$ cat src/rtl/instr_fetch_pkg.sv
// Shared types and constants for the fetch stage: word type, BIOS ROM window,
// and the fetch-to-decode payload.
package instr_fetch_pkg;

  typedef logic [31:0] word_t;

  localparam word_t       BIOS_RESET_VECTOR = 32'h0000_0000;
  localparam word_t       BIOS_BASE         = 32'h0000_0000;
  localparam int unsigned BIOS_BYTES        = 4096;

  typedef struct packed {
    word_t pc;
    word_t ir;
    logic  fault;
  } if_id_t;

  // Offset form makes the window test a single unsigned compare, even for
  // windows that end exactly at the top of the address space.
  function automatic logic in_window(input word_t addr, input word_t base,
                                     input int unsigned bytes);
    word_t offset;
    offset = addr - base;
    return offset < word_t'(bytes);
  endfunction

endpackage

$ cat src/rtl/instr_fetch.sv
// Instruction fetch in front of the BIOS ROM: issues word addresses, pairs the
// 1-cycle-late ROM data with its PC, and re-issues the held address on stall.
module instr_fetch
  import instr_fetch_pkg::*;
#(
  parameter word_t       RESET_VECTOR = BIOS_RESET_VECTOR,
  parameter word_t       ROM_BASE     = BIOS_BASE,
  parameter int unsigned ROM_BYTES    = BIOS_BYTES
) (
  input  logic  clk_i,
  input  logic  reset_i,
  output word_t imem_addr_o,
  input  word_t imem_data_i,
  output logic  if_valid_o,
  output word_t if_pc_o,
  output word_t if_ir_o,
  output logic  if_fault_o,
  input  logic  id_ready_i,
  input  logic  jmp_valid_i,
  input  word_t jmp_addr_i
);

  word_t  fetch_pc_r;
  word_t  next_pc_r;
  logic   fetch_valid_r;
  logic   stall;
  word_t  jmp_target;
  if_id_t if_id;

  // A redirect kills whatever is presented this cycle, ready or not.
  assign if_valid_o = fetch_valid_r & ~jmp_valid_i;
  assign stall      = if_valid_o & ~id_ready_i;
  assign jmp_target = jmp_addr_i & ~word_t'(3);

  assign if_id.pc    = fetch_pc_r;
  assign if_id.fault = if_valid_o & ~in_window(fetch_pc_r, ROM_BASE, ROM_BYTES);
  assign if_id.ir    = if_id.fault ? '0 : imem_data_i;

  assign if_pc_o    = if_id.pc;
  assign if_ir_o    = if_id.ir;
  assign if_fault_o = if_id.fault;

  // Re-issuing fetch_pc_r on stall makes the ROM return the same word next
  // cycle, so the presented instruction holds without a skid buffer.
  always_comb begin
    // NOTE: assign a default first so no path through the block leaves the
    // output unassigned, which would infer a latch.
    imem_addr_o = next_pc_r;
    if (jmp_valid_i) begin
      imem_addr_o = jmp_target;
    end else if (stall) begin
      imem_addr_o = fetch_pc_r;
    end
  end

  // NOTE: state uses non-blocking assignments so every register samples the
  // pre-edge values, independent of statement order.
  always_ff @(posedge clk_i) begin
    if (reset_i) begin
      fetch_valid_r <= 1'b0;
      fetch_pc_r    <= RESET_VECTOR;
      next_pc_r     <= RESET_VECTOR;
    end else begin
      fetch_valid_r <= 1'b1;
      fetch_pc_r    <= imem_addr_o;
      next_pc_r     <= imem_addr_o + 32'd4;
    end
  end

endmodule
$ cat config.mk
export PLATFORM = sky130hd
export DESIGN_NAME = instr_fetch
export DESIGN_NICKNAME = d
export VERILOG_FILES = /design/src/rtl/instr_fetch_pkg.sv /design/src/rtl/instr_fetch.sv
export SDC_FILE = /design/constraint.sdc
export NUM_CORES = 1
export LEC_CHECK = 0
export ABC_AREA = 1
export BUFFER_PORTS_ARGS = -buffer_cell sky130_fd_sc_hd__buf_2
export CAP_MARGIN = 20
export CORE_MARGIN = 2
export CORE_UTILIZATION = 39
export CTS_BUF_LIST = sky130_fd_sc_hd__clkbuf_16
export DETAILED_ROUTE_END_ITERATION = 10
export PLACE_DENSITY = 0.8
export SLEW_MARGIN = 10
export SYNTH_ARGS = -nofsm -noshare
export SYNTH_HDL_FRONTEND = slang
export SYNTH_SLANG_ARGS = --single-unit
$ cat constraint.sdc
create_clock -name clk_i -period 7.25 [get_ports clk_i]
set_input_delay 2.175 -clock clk_i [delete_from_list [all_inputs] [get_ports clk_i]]
set_output_delay 2.175 -clock clk_i [all_outputs]
set_load 0.05 [all_outputs]
# Word-level counts from Yosys, hierarchy flattened
# Cells that the tools add are included.
[totals]
regBits = 65
in_bits = 68
out_inout_bits = 98
[op_classes]
add_sub_neg = 1
magnitude_cmp = 1
n_mux = 4
n_bitwise = 6
[op_table]
columns = ["op", "count"]
rows = [
  ["$mux 32", 3],
  ["$add 32x3->32 const B", 1],
  ["$lt 32x13->1 const B", 1],
  ["$and 1x1->1", 3],
  ["$not 1->1", 3],
  ["$mux 1", 1],
]

# Longest topological paths before layout
[depth]
ltp_word = 6
depth_mapped = 16
mapped_depth_nobuf = 14

# Worst setup path before layout
# Ideal clock, no wire load.
[synth_timing]
path_type = "input to output"
startpoint = "in jmp_valid_i"
endpoint = "out if_ir_o[22]"
arrival_ns = 4.127
required_time_ns = 5.075
path_slack_ns = 0.948
cell_stages = 7
path_cell_list = "buf_6 > nor2_1 > buf_2 > o21ai_0 > inv_1 > buf_1 > nor2_1"
[synth_between]
elab_chain_len = 4
[synth_rtl]
columns = ["element", "line", "source"]
rows = [
  ["start, declared", "instr_fetch.sv:19", "input logic jmp_valid_i,"],
  ["$not 1->1", "instr_fetch.sv:31", "assign if_valid_o = fetch_valid_r & ~jmp_valid_i;"],
  ["$and 1x1->1", "instr_fetch.sv:31", ""],
  ["via if_valid_o", "instr_fetch.sv:14", "output logic if_valid_o,"],
  ["$and 1x1->1", "instr_fetch.sv:36", "assign if_id.fault = if_valid_o & ~in_window(fetch_pc_r, ROM_BASE, ROM_BYTES);"],
  ["via if_fault_o", "instr_fetch.sv:17", "output logic if_fault_o,"],
  ["$mux 32", "instr_fetch.sv:37", "assign if_id.ir = if_id.fault ? '0 : imem_data_i;"],
  ["end, declared", "instr_fetch.sv:16", "output word_t if_ir_o,"],
]
# The timed path passes the listed nets, and every way through them passes these cells.

# Worst setup path after layout
[layout_timing]
startpoint = "in jmp_valid_i"
endpoint = "out imem_addr_o[27]"
[layout_between]
elab_chain_len = 5
[layout_rtl]
columns = ["element", "line", "source"]
rows = [
  ["$not 1->1", "instr_fetch.sv:31", ""],
  ["$and 1x1->1", "instr_fetch.sv:31", ""],
  ["$and 1x1->1", "instr_fetch.sv:32", "assign stall = if_valid_o & ~id_ready_i;"],
  ["$mux 32", "instr_fetch.sv:51", "end else if (stall) begin"],
  ["$mux 32 *", "instr_fetch.sv:49", "if (jmp_valid_i) begin"],
  ["end, declared", "instr_fetch.sv:12", "output word_t imem_addr_o,"],
]
# Every way passes the cells marked *; elsewhere a longest branch is shown, timed or not.

==> impl_summary.md <==
Global route
The overall fraction of global-route tracks in use is 23.5%. The maximum number of pins on one net before global-route repair is 38. After global routing the overflow that remains totals 0. The initial antenna violation count came to 0. The via count of the first global-routing pass is between 3000 and 4000. The first global-routing pass estimated between 15000 and 20000 um of wire.

Critical path
At the worst endpoint, the arrival time is 4.15 ns. STA classifies the critical path startpoint as an input pin. The kind of end point of the critical path is an output pin. Along the worst path, the maximum fanout reaches 36. The critical path in this run is classified as input pin to output pin. At the worst endpoint, the required time is roughly 5.1 ns.

STA
The period utilization is 87.2%. After routing, the total negative slack on setup checks comes to 0 ns. The peak clock frequency supported by timing is around 160 MHz. The transition time at the pin with the least slew margin is about 0.78 ns.

The final count of hold timing violations is 0. The post-route minimum period is 6.32 ns. The setup clock skew after layout is slightly below 0.009 ns. Measured against its own limit, the worst slew margin works out to between 40 and 50%.

The number of max-slew violations in the final report is 0. After layout, the worst setup slack is just over 0.9 ns. Setup violations remaining at the end of the flow were counted as 0.

Setup repair after global routing left no endpoint under its margin.

Status
The flow ran to the end, and the final reports show no timing, DRC or antenna violations.

Floorplanning
The number of cell rows is 35. The width of the die is ~100 um. The full die area is around 0.010 mm2. The number of top-level design ports is about 170.

The area of the core is just over 0.009 mm2. Measured along the y axis, the die boundary spans ~100 um. The initial utilization of the core area, before any placement, comes to 40.2%.

Clocking
The clock reaches the later pin of the worst-skew pair after roughly 0.33 ns. Clock tree synthesis found a total of 63 sinks. No sink is reached through more buffers than the 2 on the longest clock path. The CTS tree is done. Once the clock tree was built, the resizer swapped 0 gates to a different size. The H-tree was split into 3 levels. Clock tree synthesis selected as its root buffer the cell clkbuf_16. The clock slew at the register clock pins of the worst setup and hold paths is about 0.060 ns. The number of buffers added to fix hold violations after cts is 0. The post-CTS setup buffer count is 0.

The total CTS buffers is 9.

Place
Buffers placed on the I/O ports in this run total between 150 and 200. The post-place setup slack is around 0.99 ns. Detailed placement ended at an HPWL of approximately 9100 um. Once placement completed, the tool counted placed cells totaling approximately 850. The weighted congestion reported at the end of routability-driven placement is approximately 0.91.

Detailed routing
Across all layers, the routed design uses approximately 4200 vias. In the routed layout, each cell is associated on average with a via count of around 4.8. Dividing the detail-routed wire length by the instance count gives about 14 um. The final wirelength is roughly 12000 um. The first-iteration detailed-routing DRC count is 257.

The final routed DRC violation total is 0. The number of detailed-route iterations in the first pass is 4. In this run the remaining antenna-violating nets after routing total 0.

Logic synthesis
Each instance of the synthesized netlist takes up on average approximately 6.2 um2. The distinct cell type count after synthesis is 28. The synthesized design devotes to its leading area cell type 34.1% of total area. Summing the sequential cell areas from Yosys gives about a third of the chip area.

The commonest cells after synthesis are 129 x nand2_1, 104 x inv_1, 102 x nor2_1, 63 x dfxtp_1, 50 x nand3_1. After synthesis the cells add up to around 0.0037 mm2. The Yosys step of the flow raised 0 warnings. The synthesized netlist cell count is about 600. After synthesis, the cell types taking the most area are dfxtp_1 34%, nand2_1 13%, inv_1 11%, nor2_1 10%, nand3_1 6.8%. The most common flop cell mapped by yosys is dfxtp_1.

The most repeated cell in the gate-level netlist after synthesis is nand2_1. Synthesis inferred 63 register bits. The total nets after synthesis is 667. Counting flops with a built-in enable in the synthesized netlist gives 0. Summed over all instances, the cell type with the most area after synthesis is dfxtp_1. After synthesis, the share of flip-flops with an asynchronous set or reset is 0%.

Cells and area
Leaving out filler cells and counting taps, the final layout contains 868. Relative to the synthesized area, the layout overhead comes to 31.0%. Cells with a size suffix above 1 make up 30.6% of the layout. The area occupied by multi-input gates is ~0.0019 mm2. The number of antenna diodes in the final layout is 0. Measured on the finished design, the core utilization comes to a little over half. The net count of the finished layout is 821. In the final layout, flip-flops and latches occupy around 0.0013 mm2. The count of fill cells added during filler insertion is approximately 950.

Power and ir drop
The power density normalized to cell area is around 230 mW/mm2. Across the VDD grid, the largest voltage drop is 0.000104 V. The total power draw is 1.13 mW. The leakage power is 2.61 nW.

Worst hold path
The path class of the tightest hold or removal check is flop to flop.

Job
The reported max-cap violation count is 0.
-- state kept, by name (all words and copies together) (netlist names) --
register	count
fetch_valid_r	1
if_pc_o	32
next_pc_r	30
-- per-layer routing --
metal  track usage [%]  wire length (um)  vias to the layer above
met5                 0                 0                        -
met4              8.42               263                        0
met3              4.49               936                       18
met2              45.3              6140                      170
met1              25.3              4710                     1841
li1                  -                 -                     2136
-- worst paths after layout --
kind / from / endpoint / slack, ns / depth (start not counted)
worst max-delay path: jmp_valid_i / imem_addr_o[27] / 0.93 / 6
worst min-delay path: if_pc_o[1] / if_pc_o[1] / 0.45 / 2
worst max register to register: fetch_valid_r / next_pc_r[24] / 4.69 / 13
worst min register to register: if_pc_o[1] / if_pc_o[1] / 0.45 / 2
-- cells in the final DEF (no fill, tap or decap), types with 3 or more instances in the layout --
cell type / synthesis / final
a21oi_1: 29 / 29
buf_2: 6 / 163
buf_4: 3 / 5
clkbuf_16: 0 / 9
dfxtp_1: 63 / 63
inv_1: 104 / 104
nand2_1: 129 / 129
nand2_2: 27 / 27
nand3_1: 50 / 50
nand3_2: 3 / 3
nand3b_1: 14 / 14
nor2_1: 102 / 102
nor2_2: 8 / 8
nor2_4: 6 / 6
nor3_1: 8 / 8
nor4_1: 5 / 5
o21ai_0: 14 / 14
-- stage by stage --
stage | hold slack (ns) | instance area (um2)
after floorplan | 0.430 | 3700
after CTS | 0.454 | 4840
after global routing | 0.475 | 4840
after detailed placement | 0.445 | 4550
after global placement | 0.437 | 4550
final | 0.451 | 4840
-- report_power, final --
group          total [mW]  internal [mW]  switching (mW)
sequential          0.381          0.369          0.0116
clock               0.428          0.266           0.162
combinational       0.325         0.0767           0.248
-- worst max-delay path, stage by stage --
cell     delay (ns)
buf_2          0.33
nor2_1         0.61
buf_4          0.33
nand3_1        0.12
nand3_1        0.25
buf_2          0.33
-- cell type report --
class                   instances  area share, %
multi-input cells             404           39.1
flip-flops and latches         63           26.0
repair buffers                168           17.6
inverters                     106           8.21
clock buffers                   9           4.65
well taps                     111           2.87
clock inverters                 7           1.50
-- kinds of logic (layout without fill, tap and decap cells) --
kind of cell / count (synthesis) / count (layout) / synth area share [%]
adder cells (fa/ha/maj): 1 / 1 / 0.338
AO/OA/AOI/OAI: 48 / 48 / 6.84
AND/OR/NAND/NOR: 355 / 355 / 44.1
buffers and inverters: 131 / 290 / 14.6
flip-flops: 63 / 63 / 34.1
(Power assumes the default switching activity.)
